File: src/rtl/pulse_width_meter.sv
// RC receiver pulse-width meter: synchronizes the raw PWM input, measures each
// high time in prescaled ticks, filters out-of-range pulses and flags signal loss.
module pulse_width_meter #(
    parameter int TICK_DIV  = 100,
    parameter int MIN_WIDTH = 80,
    parameter int MAX_WIDTH = 220,
    parameter int TIMEOUT   = 5000,
    parameter int FAILSAFE  = 0
) (
    input  logic       clk,
    input  logic       rst,
    input  logic       PWM_In,
    output logic [7:0] PulWid,
    output logic       PulWid_Valid,
    output logic       Sig_Lost
);

    localparam int              PRE_W      = (TICK_DIV > 1) ? $clog2(TICK_DIV) : 1;
    localparam logic [PRE_W-1:0] PRE_LAST  = PRE_W'(TICK_DIV - 1);
    localparam logic [15:0]     TIMEOUT_C  = 16'(TIMEOUT);
    localparam logic [7:0]      FAILSAFE_C = 8'(FAILSAFE);
    localparam logic [7:0]      MIN_C      = 8'(MIN_WIDTH);
    localparam logic [7:0]      MAX_C      = 8'(MAX_WIDTH);

    typedef enum logic [1:0] {IDLE, HIGH, LOW} state_t;

    function automatic logic [7:0] sat_inc8(input logic [7:0] v);
        return (v == 8'hFF) ? v : v + 8'd1;
    endfunction

    function automatic logic [15:0] sat_inc16(input logic [15:0] v);
        return (v == 16'hFFFF) ? v : v + 16'd1;
    endfunction

    state_t           state, state_next;
    logic             sync_p0, sync_p1, sync_p2;
    logic             rise, fall, tick, accept, in_range;
    logic [PRE_W-1:0] pre_cnt;
    logic [7:0]       width, width_inc;
    logic [15:0]      gap_cnt;

    // Stage p0/p1: two-flop synchronizer; p2 is the edge-detect history.
    // Reset to 1 so an input already high at reset exit is not seen as a rise.
    always_ff @(posedge clk or posedge rst) begin
        if (rst) begin
            sync_p0 <= 1'b1;
            sync_p1 <= 1'b1;
            sync_p2 <= 1'b1;
        end else begin
            sync_p0 <= PWM_In;
            sync_p1 <= sync_p0;
            sync_p2 <= sync_p1;
        end
    end

    assign rise = sync_p1 & ~sync_p2;
    assign fall = ~sync_p1 & sync_p2;
    assign tick = (pre_cnt == PRE_LAST);

    // Prescaler restarts on each rise so the tick grid aligns with the pulse.
    always_ff @(posedge clk or posedge rst) begin
        if (rst)
            pre_cnt <= '0;
        else if (rise || tick)
            pre_cnt <= '0;
        else
            pre_cnt <= pre_cnt + 1'b1;
    end

    // The tick landing on the falling-edge cycle still belongs to the pulse.
    assign width_inc = tick ? sat_inc8(width) : width;
    assign in_range  = (width_inc >= MIN_C) && (width_inc <= MAX_C);

    always_ff @(posedge clk or posedge rst) begin
        if (rst)
            state <= IDLE;
        else
            state <= state_next;
    end

    always_comb begin
        state_next = state;
        accept     = 1'b0;
        case (state)
            IDLE: if (rise) state_next = HIGH;
            HIGH: begin
                if (fall) begin
                    state_next = LOW;
                    accept     = in_range;
                end
            end
            LOW:  if (rise) state_next = HIGH;
            default: state_next = IDLE;
        endcase
    end

    always_ff @(posedge clk or posedge rst) begin
        if (rst)
            width <= '0;
        else if (rise)
            width <= '0;
        else if (state == HIGH)
            width <= width_inc;
    end

    always_ff @(posedge clk or posedge rst) begin
        if (rst)
            gap_cnt <= '0;
        else if (accept)
            gap_cnt <= '0;
        else if (tick)
            gap_cnt <= sat_inc16(gap_cnt);
    end

    // Acceptance takes priority over a coincident timeout.
    always_ff @(posedge clk or posedge rst) begin
        if (rst) begin
            PulWid       <= FAILSAFE_C;
            PulWid_Valid <= 1'b0;
            Sig_Lost     <= 1'b1;
        end else begin
            PulWid_Valid <= accept;
            if (accept) begin
                PulWid   <= width_inc;
                Sig_Lost <= 1'b0;
            end else if (gap_cnt >= TIMEOUT_C) begin
                PulWid   <= FAILSAFE_C;
                Sig_Lost <= 1'b1;
            end
        end
    end

endmodule

File: config.mk
export PLATFORM = sky130hd
export DESIGN_NAME = pulse_width_meter
export DESIGN_NICKNAME = d
export VERILOG_FILES = /design/src/rtl/pulse_width_meter.sv
export SDC_FILE = /design/constraint.sdc
export NUM_CORES = 1
export LEC_CHECK = 0
export ABC_AREA = 1
export CELL_PAD_IN_SITES_DETAIL_PLACEMENT = 1
export CELL_PAD_IN_SITES_GLOBAL_PLACEMENT = 1
export CORE_AREA = 2 2 68 86
export DETAILED_ROUTE_END_ITERATION = 6
export DIE_AREA = 0 0 70 88
export PLACE_DENSITY_LB_ADDON = 0.25
export SLEW_MARGIN = 40
export SYNTH_ARGS = -nofsm -noshare
export SYNTH_HDL_FRONTEND = slang
export SYNTH_SLANG_ARGS = --single-unit
File: constraint.sdc
create_clock -name clk -period 4.7 [get_ports clk]
set_input_delay 0.705 -clock clk [delete_from_list [all_inputs] [get_ports clk]]
set_output_delay 0.705 -clock clk [all_outputs]
set_load 0.02 [all_outputs]
# After elaboration in Yosys (flattened, before gate mapping)
# Cells that the tools add are included.
word_totals:
  ff_bits: 46
  input_bits: 3
  output_inout_bits: 10
  elab_cells: 54
classes:
  n_addsub: 3
  n_lt_le_gt_ge: 3
  n_eq_ne: 8
  mux: 17
  n_bitwise: 4
  reduce_logical: 9
op_table:
  columns: ["cell", "n"]
  rows:
  - ["16-bit 2-to-1 mux", 3]
  - ["8-bit 2-to-1 mux", 6]
  - ["16-bit by 1-bit adder with 16-bit output (second input constant)", 1]
  - ["16-bit == test (second input constant)", 1]
  - ["16-bit by 13-bit >= comparator with 1-bit output (second input constant)", 1]
  - ["8-bit by 1-bit adder with 8-bit output (second input constant)", 1]
  - ["8-bit == test (second input constant)", 1]
  - ["8-bit by 7-bit >= comparator with 1-bit output (second input constant)", 1]
  - ["8-bit less-or-equal comparator (second input constant)", 1]
  - ["7-bit by 1-bit adder with 7-bit output (second input constant)", 1]
  - ["7-bit == test (second input constant)", 1]
  - ["7-bit 2-to-1 mux", 1]
  - ["2-bit nonzero test", 3]
  - ["1-bit 2-to-1 mux", 4]
  - ["2-bit 2-to-1 mux", 2]
  - ["2-bit != test (second input constant)", 2]
  - ["2-bit case mux with 2 select lines", 1]
  - ["2-bit AND reduction", 2]
  - ["1-bit AND", 2]
  - ["2-bit by 1-bit == test with 1-bit output (second input constant)", 1]
  - ["2-bit == test (second input constant)", 1]
  - ["2-bit logical NOT", 1]
  - ["2-bit by 1-bit != test with 1-bit output (second input constant)", 1]
  - ["1-bit inverter", 2]
  - ["other kinds (3)", 3]

# Logic depth before layout (Yosys ltp)
# Gate-level depths: netlist of the first run.
depth:
  depth_word: 9
  ltp_mapped: 16
  mapped_depth_nobuf: 16

# Least setup slack after synthesis of the first run
# OpenSTA, ideal clock, no wires.
synth_path:
  path_type: "flip-flop to flip-flop"
  startpoint: "register width[0]"
  endpoint: "register gap_cnt[11]"
  setup_ns: 0.120
  arrival_time_ns: 1.738
  required_ns: 4.580
  path_slack_ns: 2.843
  path_stages_with_launch: 12
  path_buffers: 1
  period_less_slack_ns: 1.857
  path_cell_list: "dfrtp_1 -> ha_1 -> nand2_1 -> nor2_4 -> nand2_4 -> nand3_2 -> xor2_2 -> nand2_1 -> nand3_1 -> a21oi_4 -> buf_4 -> nor2_1"
synth_between:
  elab_chain_cells: 9
  word_cells_on_any_way: 13
  classes_between: "add/sub: 1; order compare: 2; eq/ne: 2; mux: 5; reduce/logical: 3"
synth_lines:
  columns: ["item", "line", "text"]
  rows:
  - ["start, declared", "39", "logic [7:0] width, width_inc;"]
  - ["start signal, assigned", "103", "width <= width_inc;"]
  - ["8-bit by 1-bit adder with 8-bit output / 8-bit == test (equally long branches)", "28", "return (v == 8'hFF) ? v : v + 8'd1;"]
  - ["8-bit 2-to-1 mux", "28", null]
  - ["8-bit 2-to-1 mux (*)", "71", "assign width_inc = tick ? sat_inc8(width) : width;"]
  - ["8-bit by 7-bit >= comparator with 1-bit output / 8-bit less-or-equal comparator (equally long branches)", "72", "assign in_range = (width_inc >= MIN_C) && (width_inc <= MAX_C);"]
  - ["1-bit logical AND (*)", "72", null]
  - ["1-bit 2-to-1 mux (*)", "87", "if (fall) begin"]
  - ["1-bit 2-to-1 mux (*)", "84", "case (state)"]
  - ["net accept", "37", "logic rise, fall, tick, accept, in_range;"]
  - ["2-bit != test (no line) / 2-bit nonzero test (equally long branches)", null, null]
  - ["2-bit AND reduction (no line)", null, null]
  - ["end signal, assigned", "112", "gap_cnt <= sat_inc16(gap_cnt);"]
  - ["end, declared", "40", "logic [15:0] gap_cnt;"]
# The timed path passes the listed nets; every way through them passes the cells marked *.
# A chain may end at the register's enable or synchronous reset.

# Worst setup path after layout of the first run
layout_path:
  startpoint: "register pre_cnt[0]"
  endpoint: "register PulWid[6]"
layout_between:
  elab_chain_cells: 7
  word_cells_on_any_way: 9
  classes_between: "order compare: 2; eq/ne: 1; mux: 4; reduce/logical: 2"
layout_lines:
  columns: ["item", "line", "text"]
  rows:
  - ["start, declared", "38", "logic [PRE_W-1:0] pre_cnt;"]
  - ["start signal, assigned", "67", "pre_cnt <= pre_cnt + 1'b1;"]
  - ["7-bit == test (*)", "58", "assign tick = (pre_cnt == PRE_LAST);"]
  - ["8-bit 2-to-1 mux (*)", "71", null]
  - ["8-bit by 7-bit >= comparator with 1-bit output / 8-bit less-or-equal comparator (equally long branches)", "72", null]
  - ["1-bit logical AND", "72", null]
  - ["1-bit 2-to-1 mux", "87", null]
  - ["1-bit 2-to-1 mux", "84", null]
  - ["8-bit 2-to-1 mux / 2-bit nonzero test (equally long branches)", null, null]
  - ["end signal, assigned", "124", "PulWid <= width_inc;"]
  - ["end, declared", "13", "output logic [7:0] PulWid,"]
# Mark *: on every way between the ends. The rest lies on a longest branch, timed or not.

==> summary.md, run 1 <==
| Metric | Value |
|---|---|
| Result of the run | complete, no violations |
| Setup-failing EPs final | 0 |
| Register cell area after layout | 1160 sq um |
| Synthesized area divided by synthesized cell count | 8.22 sq um |
| Post-synthesis instance area | 2410 sq um |
| Cell repeated most along the worst path | nand2_1 |
| Antenna Violating Nets Remaining | 0 |
| Initial DRT Pass Iterations | 4 |
| Initial standard-cell utilization of the core | 45.2% |
| GR Util met2 | 39.7% |
| Area growth from synthesis to layout | 11.9% |
| Number of instances in the synthesized netlist | 293 |
| Number of global-route vias before repair | 2143 |
| Clk root buf | clkbuf_8 |
| Pwr/cell area | 296 nW/um^2 |
| Clock sink count | 46 |
| Crit-path slowest cell | a21oi_4 |
| Detailed Route Iter0 Violations | 49 |
| Count of buffering cells on the critical path with inverters included | 1 |
| Final Max Slew Viols | 0 |
| Number of warnings reported in the yosys synthesis log | 0 |
| DRT Wirelength | 5.59 mm |
| H-tree levels | 2 |
| Busiest grt layer | met2 |
| Total CTS buffers | 5 |
| Layout Skew | 12.3 ps |
| Total overflow reported by the global router | 0 |
| Multi-input combinational cell area | 1080 sq um |
| CTS tree | yes |
| Sequential cell area fraction in the yosys report | 48.0% |
| Total Nets Final | 316 |
| Post-detailed-route DRC marker count | 0 |
| Number of buffers on the longest clock path | 2 |
| Area inside the core boundary | 5330 sq um |
| Cell family contributing the most delay on the critical path | simple AND/OR/NAND/NOR gates |
| Minimum clock period | 2460 ps |
| Total negative slack for setup checks | 0 ps |
| Per-cell routed wire length | 14.9 microns |
| Critical Path End Type | flop |
| Wire length of the first global-routing pass | 9.80 mm |
| Worst voltage drop across the vdd grid | 0.000192 V |
| Die Y-Extent | 88 microns |
| Overall track demand over capacity in global routing | 20.1% |
| Hold_ws | 364 ps |
| Number of standard-cell rows in the floorplan | 30 |
| Fillers | 686 |
| Number of register bits inferred by synthesis | 46 |
| Hold-fix buffers at CTS | 0 |
| Clock transition at path regs | 90 ps |
| Setup repair after global routing missed its margin | no |
| Final core occ | 50.6% |
| Placed Instance Area | 2580 sq um |
| Final cell count without fillers | 374 |
| Startpoint type of the worst setup path | flop |
| Skew-Pair Late Insertion Delay | 310 ps |
| Path class of the lowest-slack min-delay path | flop to flop |
| Total inserted antenna cells | 0 |
| Port Buf Inserts | 12 |
| Worst EP arrival | 2700 ps |
| Final std cell area, no fill | 2700 sq um |
| Total number of vias | 1986 |
| Met3 global-route usage | 2.88% |
| Ordered cell list for the critical path | ha_1 > nand2_1 > nor2_2 > inv_1 > nand2_1 > nand2_1 > nand2_1 > nand3_1 > a21oi_4 > nand2_1 > nand2_1 |
| Maximum operating frequency | 0.407 GHz |
| Relative max-transition margin | 49.5% |
| Number of antenna violations at the first check in global routing | 0 |
| M1 GR Usage | 21.6% |
| Syn Nets | 300 |
| Count of distinct cell types in the synthesized netlist | 30 |
| CP Data Required Time | 4940 ps |
| Total instance count after detailed placement | 366 |
| Static Leak | 1.27 nW |
| Hpwl dp | 4.22 mm |
| Portion of the clock cycle consumed by the worst path in the final layout | 52.3% |
| Die ar. | 6160 sq um |
| Routability Congestion | 0.810 |
| Critical Setup Path Class | flop to flop |
| Largest net degree at the start of global routing | 47 |
| Fin. Hold Viols | 0 |
| Share of layout cells above drive strength 1 | 8.71% |
| CTS-repair resized insts | 0 |
| Worst Max-Slew Pin Slew | 758 ps |
| I/O pin total | 13 |
| Drt via density | 5.31 |
| Post-CTS repair timing setup buffer count | 0 |
| Number of max-cap violations | 0 |
| X dimension of the die | 70 microns |
| Crit path max fanout | 21 |
| Delay contributed by the slowest stage of the critical path | 520 ps |
cells by family after synthesis:
| group | Yosys count | synth area share (%) |
|---|---|---|
| buffers and inverters | 42 | 7.32 |
| AOI/OAI and AO/OA | 19 | 4.88 |
| xor gates and xnor gates | 17 | 6.49 |
| adders and majority gates | 4 | 2.08 |
| and+or+nand+nor | 165 | 31.3 |
| DFF | 46 | 48.0 |
worst paths after layout:
kind	startpoint	end	slack [ps]	cells after the start
max	pre_cnt[0]	PulWid[6]	2240	11
min	sync_p0	sync_p1	360	0
max reg2reg	pre_cnt[0]	PulWid[6]	2240	11
min reg2reg	sync_p0	sync_p1	360	0
max in group asynchronous	rst	sync_p0	3490	2
min in group asynchronous	rst	gap_cnt[8]	810	2
worst register-to-register path, delay by kind of cell (launching register included):
| family | cells | cell delay, ps |
|---|---|---|
| and+or+nand+nor | 8 | 1090 |
| adders and majority gates | 1 | 200 |
| DFF | 1 | 380 |
| buffers and inverters | 1 | 200 |
| AOI/OAI and AO/OA | 1 | 520 |
synth_stat cells (all sizes together):
master	number	share of area, %
nand2	71	12
dfrtp	42	44
nor2	41	6.9
inv	39	6.1
nand3	30	6.4
xor2	16	6.1
nand4	8	2.1
a21oi	7	1.9
nor3	6	1.2
o22ai	6	1.6
o21ai	5	1.0
dfstp	4	4.4
ha	4	2.1
and3	3	0.78
buf	3	1.2
nand3b	3	0.93
nor3b	2	0.62
nor4	1	0.26
o41ai	1	0.36
xnor2	1	0.36
per-layer routing:
metal	up-vias	share of wire (%)	routed length, microns
met2	26	56	3120
li1	966	-	-
met3	10	2.1	115
met4	0	2.3	126
met5	-	0	0
met1	984	40	2230
report_power, final:
part           leakage (nW)  internal [W]  switching [W]
combinational         0.594     0.0000207      0.0000501
clock                0.0504      0.000158       0.000140
sequential            0.621      0.000415      0.0000136
area by class of cell:
cell class	count	area share, %
Clock buffer	5	2.55
Clock inverter	3	1.67
Inverter	39	5.52
Multi-Input combinational cell	205	40.0
Sequential cell	46	42.9
Tap cell	64	2.97
Timing Repair Buffer	12	4.45
registers in the layout (all words and copies together) (netlist names):
signal and count:
sync_p0 1, sync_p1 1, gap_cnt 16, pre_cnt 7, sync_p2 1, width 8, PulWid 8, Sig_Lost 1
PulWid_Valid 1, state 2
per-stage QoR:
stage                     setup WS, ps  power, W
after detailed placement          2230  0.000508
final                             2240  0.000798
after floorplan                   2840  0.000485
after CTS                         2200  0.000812
after global placement            2350  0.000502
after global routing              1890  0.000834
placed cells by master, fill, tap and decap left out:
cell type | synthesis | final
nand2_1 | 66 | 66
dfrtp_1 | 42 | 42
nor2_1 | 38 | 38
inv_1 | 36 | 35
nand3_1 | 29 | 29
xor2_1 | 15 | 15
clkdlybuf4s50_1 | 0 | 12
nand4_1 | 8 | 8
nor3_1 | 6 | 6
a21oi_1 | 6 | 6
o22ai_1 | 6 | 6
clkbuf_8 | 0 | 5
dfstp_2 | 4 | 4
o21ai_0 | 4 | 4
ha_1 | 4 | 4
inv_2 | 3 | 3
nand2_2 | 3 | 3
nand3b_1 | 3 | 3
and3_1 | 3 | 3
nor2_2 | 2 | 2
nand2_4 | 2 | 2
nor3b_1 | 2 | 2
clkinvlp_4 | 0 | 2
nor2_4 | 1 | 1
xnor2_1 | 1 | 1
nand3_2 | 1 | 1
xor2_2 | 1 | 1
o21ai_1 | 1 | 1
a21oi_4 | 1 | 1
o41ai_1 | 1 | 1
nor4_1 | 1 | 1
inv_4 | 0 | 1
bufinv_16 | 0 | 1
No activity file was read; power rests on OpenSTA's default activity.
==> run 2, diff against run 1 <==
Settings changed: CORE_AREA 2 2 68 86 to 2 2 69 87, DIE_AREA 0 0 70 88 to 0 0 71 89.
Clock period 4.7 ns to 2.3 ns, I/O delays scaled along.
==> summary.md, run 2 (synthesis gave the netlist of run 1 again) <==
| Metric | Value |
|---|---|
| Result of the run | complete, no violations |
| Register bank with the most flops | gap_cnt |
| Overall track demand over capacity in global routing | 19.9% (-0.25 points) |
| Final Max Slew Viols | 0 (unchanged) |
| Clock sink count | 46 (unchanged) |
| Worst R2R Path Depth | 16 (+5) |
| Worst EP arrival | 2340 ps (-360 ps) |
| Most common library cell in the layout ignoring fill and taps | nand2_1 |
| Antenna Violating Nets Remaining | 0 (unchanged) |
| Number of buffers on the longest clock path | 2 (unchanged) |
| Area inside the core boundary | 5440 sq um (+2.1%) |
| Capture point of the worst reg-to-reg path | PulWid[5] |
| Layout Skew | 7.48 ps (-4.81 ps) |
| Initial DRT Pass Iterations | 4 (unchanged) |
| Static Leak | 1.31 nW (+3.8%) |
| Total negative slack for setup checks | 0 ps (unchanged) |
| Sink of the worst hold path | sync_p1 |
| Worst Max-Slew Pin Slew | 523 ps (-236 ps) |
| Number of max-cap violations | 0 (unchanged) |
| Skew-Pair Late Insertion Delay | 300 ps (about the same) |
| Die ar. | 6320 sq um (+2.6%) |
| Registers with the most flip-flops | gap_cnt: 16 flops, PulWid: 8 flops, width: 8 flops |
| Portion of the clock cycle consumed by the worst path in the final layout | 91.1% (+39 points) |
| Routability Congestion | 0.808 (-0.27%) |
| Hold-critical path depth | 0 (unchanged) |
| Total Nets Final | 324 (+2.5%) |
| CTS tree | yes |
| DRT Wirelength | 5.64 mm (+0.82%) |
| Total number of vias | 1990 (+0.20%) |
| Setup-failing EPs final | 0 (unchanged) |
| Register cell area after layout | 1160 sq um (+0.11%) |
| Number of antenna violations at the first check in global routing | 0 (unchanged) |
| Path class of the lowest-slack min-delay path | flop to flop |
| Number of standard-cell rows in the floorplan | 30 (unchanged) |
| Fillers | 664 (-3.2%) |
| Drt via density | 5.21 (-1.9%) |
| Total instance count after detailed placement | 370 (+1.1%) |
| Total inserted antenna cells | 0 (unchanged) |
| Top library cells by usage in the layout, fill and taps aside | nand2_1, dfrtp_1, nor2_1 |
| Worst voltage drop across the vdd grid | 0.000506 V (+160%) |
| R2r startpoint | width[1] |
| Share of layout cells above drive strength 1 | 12.6% (+3.9 points) |
| X dimension of the die | 71 microns (+1.4%) |
| Critical Setup Path Class | flop to flop |
| Pwr/cell area | 579 nW/um^2 (+96%) |
| H-tree levels | 2 (unchanged) |
| Minimum clock period | 2100 ps (-363 ps) |
| Initial standard-cell utilization of the core | 44.3% (-0.94 points) |
| Fin. Hold Viols | 0 (unchanged) |
| Beginning of the worst hold path | sync_p0 |
| Area growth from synthesis to layout | 16.6% |
| I/O pin total | 13 (unchanged) |
| Relative max-transition margin | 64.7% (+15 points) |
| Detailed Route Iter0 Violations | 50 (+2.0%) |
| Port Buf Inserts | 12 (unchanged) |
| Number of global-route vias before repair | 2183 (+1.9%) |
| Total overflow reported by the global router | 0 (unchanged) |
| Clock transition at path regs | 90 ps (about the same) |
| Crit path max fanout | 21 (unchanged) |
| Largest net degree at the start of global routing | 26 (-45%) |
| CP Data Required Time | 2540 ps (-2400 ps) |
| Largest register FFs | 16 (unchanged) |
| Final cell count without fillers | 382 (+2.1%) |
| Total CTS buffers | 5 (unchanged) |
| Critical Path End Type | flop |
| Post-detailed-route DRC marker count | 0 (unchanged) |
| Multi-input combinational cell area | 1110 sq um (+2.7%) |
| Maximum operating frequency | 0.477 GHz (+17%) |
| Per-cell routed wire length | 14.8 microns (-1.3%) |
| Clk root buf | clkbuf_8 |
| Die Y-Extent | 89 microns (+1.1%) |
| Hpwl dp | 4.36 mm (+3.3%) |
| Startpoint type of the worst setup path | flop |
| Hold-fix buffers at CTS | 0 (unchanged) |
| Reg-to-reg slack, setup | 200 ps (-2040 ps) |
| Wire length of the first global-routing pass | 9.89 mm (+0.85%) |
-- run 2: critical path, stage by stage, from the launching register on --
cell and delay, ps:
dfrtp_1 450, ha_4 190, nand2_1 90, nor2_4 110
nand2_4 100, nand2_2 90, nand2_1 80, nand2_1 100
nand2_1 60, nand3_1 100, nand2_1 60, nand2_1 70
nand2_2 70, a21oi_4 150, buf_12 170, nand2_1 60
nand2_1 70
-- run 2: layer usage --
layer | part of all wire (%) | global-route usage, %
met5 | 0 | 0
met4 | 1.4 | 6.52
met3 | 1.6 | 3.16
met2 | 58 | 39.1
met1 | 39 | 21.7
-- run 2: worst max-delay path by stage --
| stage | startpoint | to | slack, ps | depth (start not counted) |
|---|---|---|---|---|
| after floorplan | width[0] | gap_cnt[4] | 440 | 11 |
| after global placement | pre_cnt[4] | gap_cnt[2] | -10 | 15 |
| after detailed placement | pre_cnt[4] | gap_cnt[10] | -60 | 14 |
| after CTS | pre_cnt[4] | PulWid[0] | 60 | 15 |
| after global routing | pre_cnt[0] | PulWid[0] | -40 | 16 |
| final | width[1] | PulWid[5] | 200 | 16 |
-- run 2: what timing repair did --
item | 4_1_cts | 5_1_grt
endpoints found under the setup margin | 20 | 25
buffers inserted | 0 | 4
gates resized for setup | 1 | 6
hold endpoints to repair | 0 | 0
pin swaps | 0 | 1
-- run 2: layout make-up --
type | count | area share, %
Clock buffer | 5 | 2.45
Clock inverter | 3 | 1.60
Inverter | 39 | 5.21
Multi-Input combinational cell | 205 | 39.4
Sequential cell | 46 | 41.2
Tap cell | 64 | 2.85
Timing Repair Buffer | 20 | 7.31
-- run 2: through the flow --
stage	util, %	worst slack [ps]	hold slack, ps	total power [W]	area, sq um
after detailed placement	48.4	-64.6	348	0.00104	2640
after CTS	50.6	61.1	362	0.00165	2750
after global placement	48.4	-9.62	347	0.00104	2640
after floorplan	-	443	345	0.000991	2410
final	51.6	204	361	0.00163	2810
after global routing	51.6	-41.7	363	0.00171	2810
-- run 2: power by group --
part / total, W / leakage (nW) / switching [W] / internal (W)
clock network: 0.000602 / 0.0504 / 0.000278 / 0.000323
registers: 0.000875 / 0.620 / 0.0000270 / 0.000848
logic: 0.000150 / 0.644 / 0.000104 / 0.0000453
total: 0.00163 / 1.31 / 0.000410 / 0.00122
